<file path="src/rtl/animation_scheduler.sv">
// animation_scheduler
//
// Playback controller for the seven-segment animation datapath. Owns the
// animation index, the digit-step compare value and the run enable, and
// arbitrates between manual button commands and the automatic playlist.
// In auto mode the animation advances after loops_cfg complete loops.
//
// Ports:
//   clk            system clock (10 MHz)
//   reset          asynchronous, active-high reset
//   inc_ani        pulse: next animation
//   dec_ani        pulse: previous animation
//   inc_speed      pulse: compare += COMP_STEP (saturating)
//   dec_speed      pulse: compare -= COMP_STEP (saturating)
//   mode_tgl       pulse: toggle manual/auto playlist
//   pause_tgl      pulse: toggle pause
//   wrap           pulse: digit counter wrapped to 0 (one animation loop done)
//   loops_cfg      loops per animation in auto mode (0 behaves as 1)
//   animation      current animation index
//   compare        digit-step period
//   run            datapath counter enable (low only while paused)
//   auto_mode      auto playlist selected
//   change_strobe  one-cycle pulse on every animation change
//   state          FSM state for debug (0 MANUAL, 1 AUTO, 2 SWITCH, 3 PAUSE)

module animation_scheduler #(
   parameter int ANI_BIT      = 6,
   parameter int ANI_MAX      = 50,
   parameter int COUNTER_BIT  = 25,
   parameter int COMP_DEFAULT = 10_000_000,
   parameter int COMP_MIN     = 1_000_000,
   parameter int COMP_MAX     = 19_000_000,
   parameter int COMP_STEP    = 1_000_000
) (
   input  logic                   clk,
   input  logic                   reset,
   input  logic                   inc_ani,
   input  logic                   dec_ani,
   input  logic                   inc_speed,
   input  logic                   dec_speed,
   input  logic                   mode_tgl,
   input  logic                   pause_tgl,
   input  logic                   wrap,
   input  logic [3:0]             loops_cfg,
   output logic [ANI_BIT-1:0]     animation,
   output logic [COUNTER_BIT-1:0] compare,
   output logic                   run,
   output logic                   auto_mode,
   output logic                   change_strobe,
   output logic [1:0]             state
);

   typedef enum logic [1:0] {
      MANUAL = 2'd0,
      AUTO   = 2'd1,
      SWITCH = 2'd2,
      PAUSE  = 2'd3
   } state_t;

   localparam logic [ANI_BIT-1:0]     ANI_LAST  = ANI_BIT'(ANI_MAX);
   localparam logic [ANI_BIT-1:0]     ANI_ONE   = ANI_BIT'(1);
   localparam logic [COUNTER_BIT-1:0] CMP_RESET = COUNTER_BIT'(COMP_DEFAULT);
   localparam logic [COUNTER_BIT-1:0] CMP_STEP  = COUNTER_BIT'(COMP_STEP);
   // One extra bit so the headroom test cannot overflow.
   localparam logic [COUNTER_BIT:0]   CMP_UP_LIM = (COUNTER_BIT+1)'(COMP_MAX - COMP_STEP);
   localparam logic [COUNTER_BIT:0]   CMP_DN_LIM = (COUNTER_BIT+1)'(COMP_MIN + COMP_STEP);

   state_t                   fsm_state, state_d;
   logic [ANI_BIT-1:0]       ani_q, ani_d;
   logic [COUNTER_BIT-1:0]   compare_q, compare_d;
   logic [3:0]               loop_cnt, loop_d;
   logic                     auto_q, auto_d;
   logic                     strobe_q, strobe_d;
   logic [3:0]               loop_last;
   logic [COUNTER_BIT:0]     cmp_ext;

   function automatic logic [ANI_BIT-1:0] ani_up(input logic [ANI_BIT-1:0] a);
      return (a == ANI_LAST) ? '0 : a + ANI_ONE;
   endfunction

   function automatic logic [ANI_BIT-1:0] ani_down(input logic [ANI_BIT-1:0] a);
      return (a == '0) ? ANI_LAST : a - ANI_ONE;
   endfunction

   // loops_cfg of 0 behaves like 1: switch on every wrap.
   assign loop_last = (loops_cfg == 4'd0) ? 4'd0 : loops_cfg - 4'd1;
   assign cmp_ext   = {1'b0, compare_q};

   // State and data registers
   always_ff @(posedge clk or posedge reset) begin
      if (reset) begin
         fsm_state <= MANUAL;
         ani_q     <= '0;
         compare_q <= CMP_RESET;
         loop_cnt  <= '0;
         auto_q    <= 1'b0;
         strobe_q  <= 1'b0;
      end else begin
         fsm_state <= state_d;
         ani_q     <= ani_d;
         compare_q <= compare_d;
         loop_cnt  <= loop_d;
         auto_q    <= auto_d;
         strobe_q  <= strobe_d;
      end
   end

   // Next-state and next-data logic
   always_comb begin
      state_d   = fsm_state;
      ani_d     = ani_q;
      compare_d = compare_q;
      loop_d    = loop_cnt;
      auto_d    = auto_q;
      strobe_d  = 1'b0;

      // Speed runs outside the command priority chain, in every state.
      if (inc_speed) begin
         if (cmp_ext <= CMP_UP_LIM)
            compare_d = compare_q + CMP_STEP;
      end else if (dec_speed) begin
         if (cmp_ext >= CMP_DN_LIM)
            compare_d = compare_q - CMP_STEP;
      end

      unique case (fsm_state)
         MANUAL: begin
            if (pause_tgl) begin
               state_d = PAUSE;
            end else if (mode_tgl) begin
               state_d = AUTO;
               auto_d  = 1'b1;
               loop_d  = '0;
            end else if (inc_ani) begin
               ani_d    = ani_up(ani_q);
               loop_d   = '0;
               strobe_d = 1'b1;
            end else if (dec_ani) begin
               ani_d    = ani_down(ani_q);
               loop_d   = '0;
               strobe_d = 1'b1;
            end
         end
         AUTO: begin
            if (pause_tgl) begin
               state_d = PAUSE;
            end else if (mode_tgl) begin
               state_d = MANUAL;
               auto_d  = 1'b0;
            end else if (inc_ani) begin
               ani_d    = ani_up(ani_q);
               loop_d   = '0;
               strobe_d = 1'b1;
            end else if (dec_ani) begin
               ani_d    = ani_down(ani_q);
               loop_d   = '0;
               strobe_d = 1'b1;
            end else if (wrap) begin
               // loops_cfg is live, so a lowered limit switches on the next wrap.
               if (loop_cnt >= loop_last) begin
                  state_d = SWITCH;
                  loop_d  = '0;
               end else begin
                  loop_d = loop_cnt + 4'd1;
               end
            end
         end
         SWITCH: begin
            // All commands arriving here are dropped.
            state_d  = AUTO;
            ani_d    = ani_up(ani_q);
            loop_d   = '0;
            strobe_d = 1'b1;
         end
         PAUSE: begin
            if (pause_tgl) begin
               state_d = auto_q ? AUTO : MANUAL;
            end else if (mode_tgl) begin
               auto_d = ~auto_q;
            end else if (inc_ani) begin
               ani_d    = ani_up(ani_q);
               loop_d   = '0;
               strobe_d = 1'b1;
            end else if (dec_ani) begin
               ani_d    = ani_down(ani_q);
               loop_d   = '0;
               strobe_d = 1'b1;
            end
         end
         default: state_d = MANUAL;
      endcase
   end

   // Output decode
   always_comb begin
      run = (fsm_state != PAUSE);
   end

   assign animation     = ani_q;
   assign compare       = compare_q;
   assign auto_mode     = auto_q;
   assign change_strobe = strobe_q;
   assign state         = fsm_state;

endmodule

</file>
<file path="config.mk">
export PLATFORM = sky130hd
export DESIGN_NAME = animation_scheduler
export DESIGN_NICKNAME = d
export VERILOG_FILES = /design/src/rtl/animation_scheduler.sv
export SDC_FILE = /design/constraint.sdc
export NUM_CORES = 1
export LEC_CHECK = 0
export ABC_AREA = 1
export CAP_MARGIN = 20
export CORE_UTILIZATION = 45
export CTS_CLUSTER_DIAMETER = 80
export DETAILED_ROUTE_END_ITERATION = 12
export PLACE_DENSITY = 0.68
export SYNTH_ARGS = -nofsm -noshare
export SYNTH_HDL_FRONTEND = slang
export SYNTH_SLANG_ARGS = --single-unit
export TNS_END_PERCENT = 50
</file>
<file path="constraint.sdc">
create_clock -name clk -period 4.85 [get_ports clk]
set_clock_uncertainty 0.05 [all_clocks]
set_input_delay 0.97 -clock clk [delete_from_list [all_inputs] [get_ports clk]]
set_output_delay 0.97 -clock clk [all_outputs]
set_load 0.01 [all_outputs]
</file>
==> results of run 1 <==
state kept, by name, indices dropped and copies added, names as in the netlist:
name / count
compare: 19
animation: 6
loop_cnt: 4
state: 2
auto_mode: 1
change_strobe: 1
through the flow:
step,setup slack [ps],hold WS [ps],std cells,area (um^2)
floorplan,2222,431.0,529,3356
global placement,1128,449.8,658,3790
detailed placement,1075,449.0,658,3790
CTS,1380,460.3,666,3876
global route,1068,464.1,666,3876
finish,1321,459.4,666,3876
worst paths after layout:
path,slack (ps),end
min in group asynchronous,1030,auto_mode
worst max register to register,2740,compare[18]
worst min register to register,460,compare[9]
worst min-delay path,460,compare[9]
max in group asynchronous,3380,compare[20]
worst max-delay path,1320,compare[17]
area by class of cell:
class	instances	area [um^2]
Sequential cell	33	835.8
Clock buffer	5	68.82
Clock inverter	3	17.52
Multi-Input combinational cell	406	2113
Fill cell	731	3338
Tap cell	99	123.9
Inverter	77	289.0
Timing Repair Buffer	43	427.9
worst min-delay path, stage by stage, from the launching register on:
cell	delay [ps]
sky130_fd_sc_hd__dfstp_2	400
sky130_fd_sc_hd__nand2_1	70
sky130_fd_sc_hd__nand2_1	40
layer usage:
layer / global-route usage, % / part of all wire, %
met1: 31.85 / 48
met2: 37.91 / 45
met3: 3.487 / 4.3
met4: 8.211 / 2.4
met5: 0 / 0
cells by family after synthesis:
group,count (synthesis),share of synthesized area (%)
AOI/OAI and AO/OA,67,11.70
xor gates and xnor gates,15,3.937
and+or+nand+nor,291,36.67
adders and majority gates,27,10.35
buffers and inverters,90,12.19
DFF,33,25.05
other,1,0.1124
cell usage after synthesis (all sizes together):
cell | number | area (um^2)
a211oi | 1 | 7.510
a21boi | 1 | 7.510
a21oi | 26 | 133.9
a22oi | 1 | 7.510
a31oi | 3 | 18.77
a41oi | 1 | 16.27
buf | 11 | 110.1
clkbuf | 2 | 7.510
conb | 1 | 3.750
dfrtp | 25 | 625.6
dfstp | 8 | 210.2
fa | 1 | 20.02
ha | 26 | 325.3
inv | 77 | 289.0
nand2 | 171 | 654.4
nand3 | 50 | 250.2
nand4 | 9 | 56.30
nor2 | 51 | 198.9
nor3 | 7 | 45.04
o211ai | 2 | 15.01
o21a | 1 | 7.510
o21ai | 22 | 110.1
o21bai | 2 | 15.01
o22ai | 2 | 12.51
o31ai | 4 | 30.03
o32ai | 1 | 8.760
or2 | 3 | 18.77
xnor2 | 3 | 26.28
xor2 | 12 | 105.1
report_power, final:
part           internal, W  switching [W]
logic             0.000695       0.000965
registers         0.000432       0.000223
clock network    0.0000991       0.000112
total              0.00123        0.00130
==> flow_summary.rst, run 1 <==
.. list-table::
   :header-rows: 1

   * - Metric
     - Value
   * - Crit-path max cell delay
     - 740 ps
   * - Worst Setup Start Kind
     - input port
   * - Via count of the first global-routing pass
     - 3131
   * - Type of the most critical hold path
     - flip-flop to flip-flop
   * - Cells on Worst Hold Path
     - 2
   * - Worst path most repeated cell
     - sky130_fd_sc_hd__nand2_1
   * - Pre-Repair DR Iteration Count
     - 4
   * - Post-route fraction of the period consumed by the critical path
     - 72.77%
   * - CTS H-Tree Depth
     - 2
   * - Global-route wire length before repair
     - 14170 um
   * - Number of top-level design ports
     - 49
   * - Worst slew margin
     - 64.09%
   * - Maximum number of buffers from clock root to sink
     - 2
   * - Hold Buf Count CTS
     - 0
   * - Element type at the critical path end
     - flip-flop
   * - Post-DRT Antenna Nets
     - 0
   * - Clock tree from TritonCTS
     - done
   * - Status
     - finished clean
   * - Die Y
     - 88.11 um
   * - Accumulated negative setup slack
     - 0 ps
   * - Number of vias in the routed layout
     - 3375
   * - Reported max-cap violation count
     - 0
   * - Final critical path time including I/O delays and setup
     - 3529 ps
   * - Biggest fanout along the worst timing path
     - 13
   * - Final weighted congestion of routability-driven global placement
     - 0.9132
   * - Detailed-placement wirelength estimate
     - 6563 um
   * - Number of gates given a new drive strength after cts
     - 0
   * - R2r worst-path depth
     - 11
   * - Data arrival, critical path
     - 3720 ps
   * - Initial core utilization
     - 46.25%
   * - RSZ-0062 raised after global routing
     - false
   * - GRT Residual Overflow
     - 0
   * - Mean area per synthesized cell
     - 6.368 um^2
   * - Layout Utilization
     - 53.73%
   * - Layout net count
     - 606
   * - Mean routed wirelength per cell
     - 12.72 um
   * - Chip Width
     - 88.11 um
   * - Crit path depth
     - 12
   * - Power density relative to cell area
     - 651.6 mW/mm^2
   * - Worst Path Class, Setup
     - input port to flip-flop
   * - Endpoint required time on the critical path
     - 5040 ps
   * - Area of the core
     - 0.007214 mm^2
   * - Port Buffers
     - 42
   * - Synth cell types
     - 39
   * - Achievable Freq
     - 283.3 MHz
   * - Cts bufs inserted
     - 5
   * - Overall routing resource usage
     - 23.42%
   * - Total Power Consumption
     - 0.002526 W
   * - Clock Root Buffer
     - sky130_fd_sc_hd__clkbuf_8
   * - Critical-path top delay cell
     - sky130_fd_sc_hd__clkdlybuf4s50_1
   * - Most used cells in the layout excluding fill and tap cells
     - 168 x sky130_fd_sc_hd__nand2_1, 75 x sky130_fd_sc_hd__inv_1, 50 x sky130_fd_sc_hd__nand3_1, 48 x sky130_fd_sc_hd__nor2_1, 42 x sky130_fd_sc_hd__clkdlybuf4s50_1
   * - Per-cell via count in the routed design
     - 5.068
   * - Cell-by-cell trace of the critical path
     - clkdlybuf4s50_1 -> inv_1 -> ha_1 -> or2_2 -> nand2_1 -> o21ai_0 -> nand2_1 -> nand2_1 -> nand2_1 -> nand2_1 -> nand3_1 -> nand2_1
   * - Setup fix buffers added after clock tree synthesis
     - 0
   * - Maximum number of pins on one net before global-route repair
     - 34
   * - Final Hold Violating Endpoints
     - 0
   * - Reg clk slew, reported paths
     - 70 ps
   * - Total setup violations reported at the end of the flow
     - 0
   * - Sequential element share of the synthesized area
     - 25.05%
   * - Diode count
     - 0
   * - Most common library cell in the layout ignoring fill and taps
     - sky130_fd_sc_hd__nand2_1
   * - Cell count after synthesis
     - 524
   * - Origin of the worst min-delay path
     - compare[9]
   * - Number of buffer and inverter instances along the worst setup path
     - 2
   * - Final count of pins violating max slew
     - 0
   * - Site Rows
     - 31
   * - Delay-heaviest family, CP
     - buffers and inverters
   * - Share of cells above drive strength 1
     - 5.467%
   * - Residual DRC
     - 0
   * - Relative area change from synthesis to final layout
     - 16.16%
   * - Worst reg2reg startpoint
     - compare[15]
   * - Wire length after detailed routing
     - 8472 um
   * - Static leakage
     - 2.027 nW
   * - Number of DRC markers in iteration 0
     - 167
   * - Start point of the critical path
     - inc_speed
   * - Slew @ Worst Pin
     - 538.1 ps
   * - Area enclosed by the die boundary
     - 0.007763 mm^2
   * - Number of antenna violations at the first check in global routing
     - 0
   * - Synthesis-stage register bit count
     - 33
   * - Yosys warnings
     - 0
   * - Clk sink count
     - 33
   * - Worst-Skew Late Latency
     - 290 ps
   * - Area of the mapped netlist
     - 0.003337 mm^2
   * - Worst vdd ir
     - 0.3007 mV
Power figures use the tool's default switching activity.
==> run 2: changes to the inputs <==
clock period = 3.4 ns   (was 4.85 ns; I/O delays follow)
==> run 2 against run 1 <==
Compared with the run above: worst hold slack got worse by 6.4 ps; clock power grew 52%; combinational power increased by 42%; die area unchanged; count of clock-buffer cells in the layout up 3; critical endpoint is now compare[22]; largest cell class unchanged.
==> flow_summary.rst, run 2 (same netlist as run 1, synthesis figures left out) <==
.. list-table::
   :header-rows: 1

   * - Metric
     - Value
   * - Worst-Skew Late Latency
     - 300 ps
   * - Final Hold Violating Endpoints
     - 0
   * - Worst Path Class, Setup
     - input port to flip-flop
   * - Final worst setup slack
     - 498.0 ps
   * - Combinational fraction of design power
     - 65.5%
   * - Static leakage
     - 2.033 nW
   * - Setup fix buffers added after clock tree synthesis
     - 0
   * - Worst path most repeated cell
     - sky130_fd_sc_hd__nand2_1
   * - Detailed-placement wirelength estimate
     - 6465 um
   * - Crit path depth
     - 13
   * - Biggest fanout along the worst timing path
     - 13
   * - CTS H-Tree Depth
     - 2
   * - Cells on Worst Hold Path
     - 2
   * - Internal power
     - 0.001775 W
   * - Crit-path max cell delay
     - 490 ps
   * - Number of gates given a new drive strength after cts
     - 0
   * - Worst Setup Start Kind
     - input port
   * - Worst-case hold slack
     - 453.0 ps
   * - Number of top-level design ports
     - 49
   * - Number of flip-flops in the largest register
     - 19
   * - Met2 Track Usage GR
     - 38.05%
   * - Fill cell instance count of the final layout
     - 759
   * - Via count of the first global-routing pass
     - 2980
   * - Share of cells above drive strength 1
     - 5.282%
   * - Die Y
     - 88.11 um
   * - Total setup violations reported at the end of the flow
     - 0
   * - Hold Buf Count CTS
     - 0
   * - Diode count
     - 0
   * - Final critical path time including I/O delays and setup
     - 2902 ps
   * - Pre-Repair DR Iteration Count
     - 5
   * - Data arrival, critical path
     - 3100 ps
   * - Overall routing resource usage
     - 23.02%
   * - Number of antenna violations at the first check in global routing
     - 0
   * - Worst vdd ir
     - 0.5204 mV
   * - Switching power
     - 0.001834 W
   * - Clock tree from TritonCTS
     - done
   * - Final weighted congestion of routability-driven global placement
     - 0.9152
   * - Met3 usage in global routing
     - 3.016%
   * - Critical-path top delay cell
     - sky130_fd_sc_hd__ha_1
   * - Power density relative to cell area
     - 928.5 mW/mm^2
   * - Clock Root Buffer
     - sky130_fd_sc_hd__clkbuf_8
   * - Port Buffers
     - 42
   * - Clk sink count
     - 33
   * - Number of buffer and inverter instances along the worst setup path
     - 2
   * - Maximum number of pins on one net before global-route repair
     - 34
   * - Delay-heaviest family, CP
     - buffers and inverters
   * - Total Power Consumption
     - 0.003610 W
   * - Most used cells in the layout excluding fill and tap cells
     - 168 x sky130_fd_sc_hd__nand2_1, 75 x sky130_fd_sc_hd__inv_1, 50 x sky130_fd_sc_hd__nand3_1, 48 x sky130_fd_sc_hd__nor2_1, 42 x sky130_fd_sc_hd__clkdlybuf4s50_1
   * - Initial core utilization
     - 46.25%
   * - Endpoint required time on the critical path
     - 3590 ps
   * - Reported max-cap violation count
     - 0
   * - Seq pwr share
     - 25.7%
   * - Number of DRC markers in iteration 0
     - 161
   * - Cell-by-cell trace of the critical path
     - clkdlybuf4s50_1 -> inv_1 -> ha_1 -> nand2_1 -> nand3_1 -> nand2_1 -> o21ai_0 -> nand2_1 -> nand2_1 -> nand2_1 -> nand2_1 -> nand3_1 -> nand2_1
   * - Number of vias in the routed layout
     - 3371
   * - Slew @ Worst Pin
     - 595.4 ps
   * - Relative area change from synthesis to final layout
     - 16.50%
   * - R2r worst-path depth
     - 11
   * - Post-Layout Cell Count
     - 667
   * - Pre-CTS WS
     - 210.8 ps
   * - Site Rows
     - 31
   * - Per-cell via count in the routed design
     - 5.054
   * - Accumulated negative setup slack
     - 0 ps
   * - Mean routed wirelength per cell
     - 12.45 um
   * - Final count of pins violating max slew
     - 0
   * - Type of the most critical hold path
     - flip-flop to flip-flop
   * - Chip Width
     - 88.11 um
   * - Cts bufs inserted
     - 5
   * - Fraction of power spent switching nets
     - 50.82%
   * - Residual DRC
     - 0
   * - Most heavily used metal layer in global routing
     - met2
   * - RSZ-0062 raised after global routing
     - false
   * - DP Cell Count
     - 659
   * - Post-route fraction of the period consumed by the critical path
     - 85.35%
   * - Worst slew margin
     - 59.89%
   * - Wire length after detailed routing
     - 8307 um
   * - Most common library cell in the layout ignoring fill and taps
     - sky130_fd_sc_hd__nand2_1
   * - Achievable Freq
     - 344.6 MHz
   * - GRT Residual Overflow
     - 0
   * - Clock power share
     - 8.9%
   * - Status
     - finished clean
   * - Post-DRT Antenna Nets
     - 0
   * - Layout net count
     - 607
   * - Reg clk slew, reported paths
     - 80 ps
   * - Area of the core
     - 0.007214 mm^2
   * - Maximum number of buffers from clock root to sink
     - 2
   * - Fraction of met1 tracks used by global routing
     - 31.21%
   * - Global-route wire length before repair
     - 13870 um
   * - Area enclosed by the die boundary
     - 0.007763 mm^2
   * - Element type at the critical path end
     - flip-flop
==> run 2: cell count changes in the layout (fill, tap and decap cells not counted) <==
cell / previous run / this run
sky130_fd_sc_hd__clkinvlp_4: 1 / 0
sky130_fd_sc_hd__buf_4: 1 / 2
sky130_fd_sc_hd__clkbuf_1: 0 / 2
sky130_fd_sc_hd__clkbuf_8: 5 / 6
sky130_fd_sc_hd__clkinv_2: 2 / 0
==> run 2: final timing paths <==
kind                             from           end  slack (ps)
max                         inc_speed   compare[22]         500
min                        compare[9]    compare[9]         450
max reg2reg                compare[7]   compare[22]        1250
min reg2reg                compare[9]    compare[9]         450
max in group asynchronous       reset   compare[12]        2230
min in group asynchronous       reset  animation[4]         720
==> run 2: metal layers <==
layer  vias up  share of wire (%)
met1      1520                 49
met3        12                3.7
met4         0                1.7
met5         -                  0
met2        74                 46
li1       1765                  -
==> run 2: worst reg2reg max path, cell delays in order (launching register included) <==
cell,delay (ps)
sky130_fd_sc_hd__dfstp_2,610
sky130_fd_sc_hd__fa_1,270
sky130_fd_sc_hd__nand2_1,70
sky130_fd_sc_hd__nand3_1,70
sky130_fd_sc_hd__nand2_1,80
sky130_fd_sc_hd__o21ai_0,490
sky130_fd_sc_hd__nand2_1,140
sky130_fd_sc_hd__nand2_1,100
sky130_fd_sc_hd__nand2_1,50
sky130_fd_sc_hd__nand2_1,50
sky130_fd_sc_hd__nand3_1,60
sky130_fd_sc_hd__nand2_1,80
==> run 2: final cells by class <==
class	instances	area [um^2]	area share, %
Inverter	77	289.0	7.435
Timing Repair Buffer	44	435.4	11.20
Clock buffer	8	90.09	2.317
Tap cell	99	123.9	3.186
Sequential cell	33	835.8	21.50
Multi-Input combinational cell	406	2113	54.36
==> run 2: power by group through the flow <==
| stage | sequential, W | combinational [W] | clock, W |
|---|---|---|---|
| floorplan | 0.000904 | 0.00162 | 0 |
| global placement | 0.000926 | 0.00233 | 0 |
| detailed placement | 0.000931 | 0.00235 | 0 |
| CTS | 0.000926 | 0.00236 | 0.000326 |
| global route | 0.000962 | 0.00268 | 0.000334 |
| finish | 0.000926 | 0.00236 | 0.000320 |
==> run 2: stage by stage <==
stage          cell area (um^2)  util [%]
6_report                   3887     53.88
4_1_cts                    3887     53.88
5_1_grt                    3887     53.88
2_1_floorplan              3356         -
3_5_place_dp               3797     52.64
3_3_place_gp               3797     52.64
